**src/rtl/m10k_read_gather_pkg.sv**
```systemverilog
// m10k_pkg: FSM state encodings and tag layout shared by the M10K read and write paths.
package m10k_pkg;
    typedef enum logic [3:0] {
        IDLE  = 4'd15,
        ISSUE = 4'd1,
        WAIT  = 4'd2,
        DONE  = 4'd8
    } state_e;
    localparam int ROW_W = 3;
    localparam int TAG_W = ROW_W + 1;
endpackage

```
**src/rtl/m10k_read_gather_rd_valid_pipe.sv**
```systemverilog
// rd_valid_pipe: DEPTH-stage shift register carrying {valid, row} tags alongside the RAM read latency.
module rd_valid_pipe #(
    parameter int DEPTH = 2,
    parameter int W     = 4
) (
    input  logic         i_clk,
    input  logic         i_rstn,
    input  logic [W-1:0] i_tag,
    output logic [W-1:0] o_tag
);
    logic [DEPTH-1:0][W-1:0] pipe_q, pipe_d;

    always_comb begin
        pipe_d[0] = i_tag;
        for (int i = 1; i < DEPTH; i++) pipe_d[i] = pipe_q[i-1];
    end

    always_ff @(posedge i_clk or negedge i_rstn) begin
        if (!i_rstn) pipe_q <= '0;
        else         pipe_q <= pipe_d;
    end

    assign o_tag = pipe_q[DEPTH-1];
endmodule

```
**src/rtl/m10k_read_gather.sv**
```systemverilog
// m10k_read_gather: reads ROWS consecutive M10K words from OFFSET and gathers them into one wide matrix bus.
module m10k_read_gather
    import m10k_pkg::*;
#(
    parameter int DATA_LEN     = 32,
    parameter int N            = 8,
    parameter int ROWS         = 4,
    parameter int ADDRESS_SIZE = 4,
    parameter int OFFSET       = 12,
    parameter int RD_LATENCY   = 2
) (
    input  logic                       i_clk,
    input  logic                       i_rstn,
    input  logic                       i_read_start,
    input  logic [DATA_LEN*N-1:0]      i_read_data,
    output logic [ADDRESS_SIZE-1:0]    o_read_addr,
    output logic                       o_read_en,
    output logic [DATA_LEN*N*ROWS-1:0] o_out_mat,
    output logic [3:0]                 o_state,
    output logic                       o_busy,
    output logic                       o_done
);
    localparam int         W    = DATA_LEN * N;
    localparam logic [3:0] LAST = 4'(ROWS - 1);
    localparam logic [3:0] ALL  = 4'(ROWS);

    state_e             state_q, state_d;
    logic [3:0]         issue_cnt_q, issue_cnt_d, capture_cnt_q, capture_cnt_d;
    logic [TAG_W-1:0]   tag_in, tag_out;
    logic               cap;
    logic [ROW_W-1:0]   cap_row;

    assign tag_in         = {state_q == ISSUE, issue_cnt_q[ROW_W-1:0]};
    assign {cap, cap_row} = tag_out;

    rd_valid_pipe #(.DEPTH(RD_LATENCY), .W(TAG_W)) u_pipe (
        .i_clk  (i_clk),
        .i_rstn (i_rstn),
        .i_tag  (tag_in),
        .o_tag  (tag_out)
    );

    // WAIT looks at the post-capture count so DONE follows the last capture directly
    always_comb begin
        state_d       = state_q;
        issue_cnt_d   = issue_cnt_q;
        capture_cnt_d = capture_cnt_q + 4'(cap);
        case (state_q)
            IDLE: if (i_read_start) begin
                state_d       = ISSUE;
                issue_cnt_d   = '0;
                capture_cnt_d = '0;
            end
            ISSUE: begin
                issue_cnt_d = issue_cnt_q + 4'd1;
                if (issue_cnt_q == LAST) state_d = WAIT;
            end
            WAIT:    if (capture_cnt_d == ALL) state_d = DONE;
            DONE:    state_d = IDLE;
            default: state_d = IDLE;
        endcase
    end

    always_ff @(posedge i_clk or negedge i_rstn) begin
        if (!i_rstn) begin
            state_q       <= IDLE;
            issue_cnt_q   <= '0;
            capture_cnt_q <= '0;
        end else begin
            state_q       <= state_d;
            issue_cnt_q   <= issue_cnt_d;
            capture_cnt_q <= capture_cnt_d;
        end
    end

    assign o_state     = state_q;
    assign o_busy      = state_q != IDLE;
    assign o_done      = state_q == DONE;
    assign o_read_en   = state_q == ISSUE;
    assign o_read_addr = o_read_en ? ADDRESS_SIZE'(OFFSET) + ADDRESS_SIZE'(issue_cnt_q) : '0;

    for (genvar r = 0; r < ROWS; r++) begin : g_row
        logic [W-1:0] row_q, row_d;
        always_comb row_d = (cap && cap_row == ROW_W'(r)) ? i_read_data : row_q;
        always_ff @(posedge i_clk or negedge i_rstn) begin
            if (!i_rstn) row_q <= '0;
            else         row_q <= row_d;
        end
        assign o_out_mat[W*r +: W] = row_q;
    end
endmodule

```
**config.mk**
```make
export PLATFORM = sky130hd
export DESIGN_NAME = m10k_read_gather
export DESIGN_NICKNAME = d
export VERILOG_FILES = /design/src/rtl/m10k_read_gather_pkg.sv /design/src/rtl/m10k_read_gather_rd_valid_pipe.sv /design/src/rtl/m10k_read_gather.sv
export SDC_FILE = /design/constraint.sdc
export NUM_CORES = 1
export LEC_CHECK = 0
export ABC_AREA = 1
export BUFFER_PORTS_ARGS = -buffer_cell sky130_fd_sc_hd__buf_2
export CAP_MARGIN = 20
export CORE_AREA = 2 2 497 499
export CTS_BUF_LIST = sky130_fd_sc_hd__clkbuf_8
export DETAILED_ROUTE_END_ITERATION = 12
export DIE_AREA = 0 0 499 501
export GPL_TIMING_DRIVEN = 0
export PLACE_DENSITY_LB_ADDON = 0.15
export SYNTH_ARGS = -nofsm -noshare
export SYNTH_HDL_FRONTEND = slang
export SYNTH_SLANG_ARGS = --single-unit
```
**constraint.sdc**
```tcl
create_clock -name i_clk -period 1.5 [get_ports i_clk]
set_clock_uncertainty 0.15 [all_clocks]
set_input_delay 0.075 -clock i_clk [delete_from_list [all_inputs] [get_ports i_clk]]
set_output_delay 0.075 -clock i_clk [all_outputs]
set_load 0.02 [all_outputs]
```
==> flow_summary.yaml <==
finish:
  final_util_pct: 26.9
  nNetsFinal: 6093
  final_area_mm2: 0.0658
  fill_cells: 26400
  area_growth_pct: 72.3
  drive_gt1_share_pct: 43.8
setup_path:
  path_class: "flop to output port"
  reg2regPathDepth: 10
  cp.arrival_ns: 2.00
  end_kind: "output port"
  startpoint_type: "flop"
  slowest_stage: "dfstp_2"
  reg2reg_slack_ns: -0.53
  max_stage_delay_ns: 0.60
  critPathMaxFanout: 4
  crit_required_ns: 1.27
  path_cells: "nand2_2 > nor3_4 > buf_6"
  r2r-end: "g_row[3].row_q[136]"
  worstReg2RegStart: "u_pipe.o_tag[2]"
logic_synthesis:
  yosys_warnings: 0
  synth_xor_area_share_pct: 0.0459
  ys_seq_area_share_pct: 68.4
  synth_top_family_by_area: "compound AO/OA/AOI/OAI gates"
  synth-adder-area-share_pct: 0.131
  muxShareOfSynthArea_pct: 0
  yosys-top-cells-area: "dfrtp_1 (68%), nand2_1 (10%), o21ai_0 (7.7%)"
  syn_avg_cell_area_um2: 10.4
  synth-seq-cells: 1044
  yosysTopAreaCell: "dfrtp_1"
  syn_area_mm2: 0.0382
  postSynthNetCount: 3921
  yosys.area_share.simple_pct: 10.8
  synth_compound_gate_area_share_pct: 13.5
  synth_top_area_share_pct: 68.2
  synth.distinct_cells: 23
  synthCells: 3658
floorplan:
  coreArea_mm2: 0.245
  die_w_um: 499
  start_util_pct: 15.6
  die_area_mm2: 0.250
  row_count: 182
  die_h_um: 501
  ioPinCount: 1294
clocking:
  clk_latency_ns: 0.95
  cts_buffer_depth: 3
  htreeDepth: 4
  numClockSinks: 1044
  postCtsHoldBufs: 510
  cts_tree: "built"
  clk_pin_slew_ns: 0.06
  clockRootBuffer: "clkbuf_8"
  cts_made_buffers: 205
timing:
  slew_violations: 0
  hold_viol_final: 568
  fin_setup_tns_ns: -594.05
  post-route-period-util_pct: 148
  whs_ns: -1.12
  finalCriticalPeriod_ns: 2.22
  fin_ws_ns: -0.723
  rsz0062_at_grt: "true"
  max-slew-margin-rel_pct: 37.3
  fmax_mhz: 450
  worstMarginPinSlew_ns: 0.940
  setup_violations: 2157
route:
  routed_wl_um: 243000
  wl_met2_um: 119000
  drt_pass1_iterations: 5
  initialDrtViolationCount: 1797
  wl_per_cell_um: 26.4
  via_per_inst: 3.94
  wl_met1_um: 94300
  ant_nets: 0
  wl_met3_um: 21400
  drc: 0
  vias: 36200
  highest_layer: "met4"
grt:
  grtUsageTotal_pct: 18.6
  first_global_vias: 37800
  grt_max_degree: 142
  grt_antenna_before_repair: 10
  globalRouteOverflowTotal: 0
  grt_pass1_wl_um: 323000
power:
  p_per_area_mw_per_mm2: 1850
  peakVddDrop_mv: 0.776
  p_leak_nw: 31.4
run_status:
  violations: "negative hold slack, negative setup slack"
  status: "finished with violations"
place:
  place_area_mm2: 0.0489
  hpwl_um: 174000
  place.gp.congestion: 0.839
  port_buffers: 1293
job:
  cap_violations: 0
min_path:
  hp-class: "primary input to async pin"
[synth_stat cells]
master and instances:
nor2_1 16, nor2_8 1, nand3_4 4, inv_1 273, inv_2 2, xor2_1 1
nand4_1 2, buf_6 58, buf_2 82, ha_1 4, clkbuf_1 11, nor3_1 1
xnor2_1 1, nand2_1 1047, o21ai_1 439, nand3_1 6, o21ai_0 590, buf_1 1
dfstp_2 4, o22ai_1 2, nand3b_1 1, dfrtp_1 1040, buf_4 72
[cell usage in the layout, fill, tap and decap left out, types with 11 or more instances in the layout]
master / count
buf_12: 116
buf_16: 67
buf_2: 1298
buf_4: 65
buf_6: 64
buf_8: 28
clkbuf_16: 28
clkbuf_8: 252
dfrtp_1: 1036
dlygate4sd3_1: 510
inv_1: 343
nand2_1: 790
nand2_2: 130
nand2_4: 127
nor2_1: 11
o21ai_0: 233
o21ai_1: 421
o21ai_2: 373
[registers in the layout, indices dropped and copies added, names as in the netlist]
name	count
o_state	4
u_pipe.o_tag	4
g_row.row_q	1024
u_pipe.pipe_d	4
capture_cnt_q	4
issue_cnt_q	4
[cells by family after synthesis]
kind of cell / Yosys count
AO/OA/AOI/OAI: 1031
XOR/XNOR: 2
adder cells (fa/ha/maj): 4
buffers and inverters: 499
flip-flops: 1044
AND/OR/NAND/NOR: 1078
[worst max path at each step]
stage	start	end	slack, ns
final	o_state[3]	o_done	-0.72
after floorplan	o_state[1]	issue_cnt_q[2]	0.01
after global routing	o_state[3]	o_done	-0.89
after global placement	i_rstn	g_row[0].row_q[50]	-25.82
after CTS	o_state[0]	o_read_addr[3]	-0.90
after detailed placement	i_rstn	g_row[0].row_q[47]	-1.82
[routing by layer]
| metal | GRT usage, % | vias up |
|---|---|---|
| met5 | 0 | - |
| met4 | 5.12 | 0 |
| li1 | - | 16300 |
| met3 | 7.25 | 310 |
| met1 | 21.1 | 18300 |
| met2 | 32.1 | 1300 |
[final cells by class]
cell class / instances / area, µm² / share of cell area [%]
Multi-Input combinational cell: 2115 / 12100 / 18.4
Timing Repair Buffer: 1972 / 15200 / 23.1
Inverter: 275 / 1030 / 1.57
Clock buffer: 251 / 3450 / 5.25
Clock inverter: 103 / 747 / 1.14
Sequential cell: 1044 / 26100 / 39.7
Buffer: 217 / 3020 / 4.59
Antenna cell: 8 / 20.0 / 0.0304
Tap cell: 3220 / 4030 / 6.13
[critical path: cells and delay by family (launching register included)]
family	cells	cell delay, ns
and+or+nand+nor	2	0.29
buffers and inverters	1	0.15
DFF	1	0.60
[where the power goes]
group | switching (mW) | internal (mW) | leakage [nW]
Clock | 14.0 | 16.5 | 2.43
Combinational | 31.1 | 15.1 | 18.8
Sequential | 6.63 | 38.5 | 10.2
Total | 51.6 | 70.1 | 31.4
[timing repair]
item	CTS	global route
buffers inserted	72	20
endpoints found under the setup margin	2289	2405
resized for setup	889	826
hold endpoints to repair	1512	568
gates cloned	62	28
pin swaps	8	18
[stage by stage]
step                      setup WS [ns]  power [mW]  instances
after floorplan                 0.00976        65.8       3658
after global placement           -25.82        86.8       8171
after detailed placement          -1.82        87.2       8179
after CTS                        -0.897         121       9177
after global routing             -0.895         129       9204
final                            -0.723         122       9205
Power figures use the tool's default switching activity.
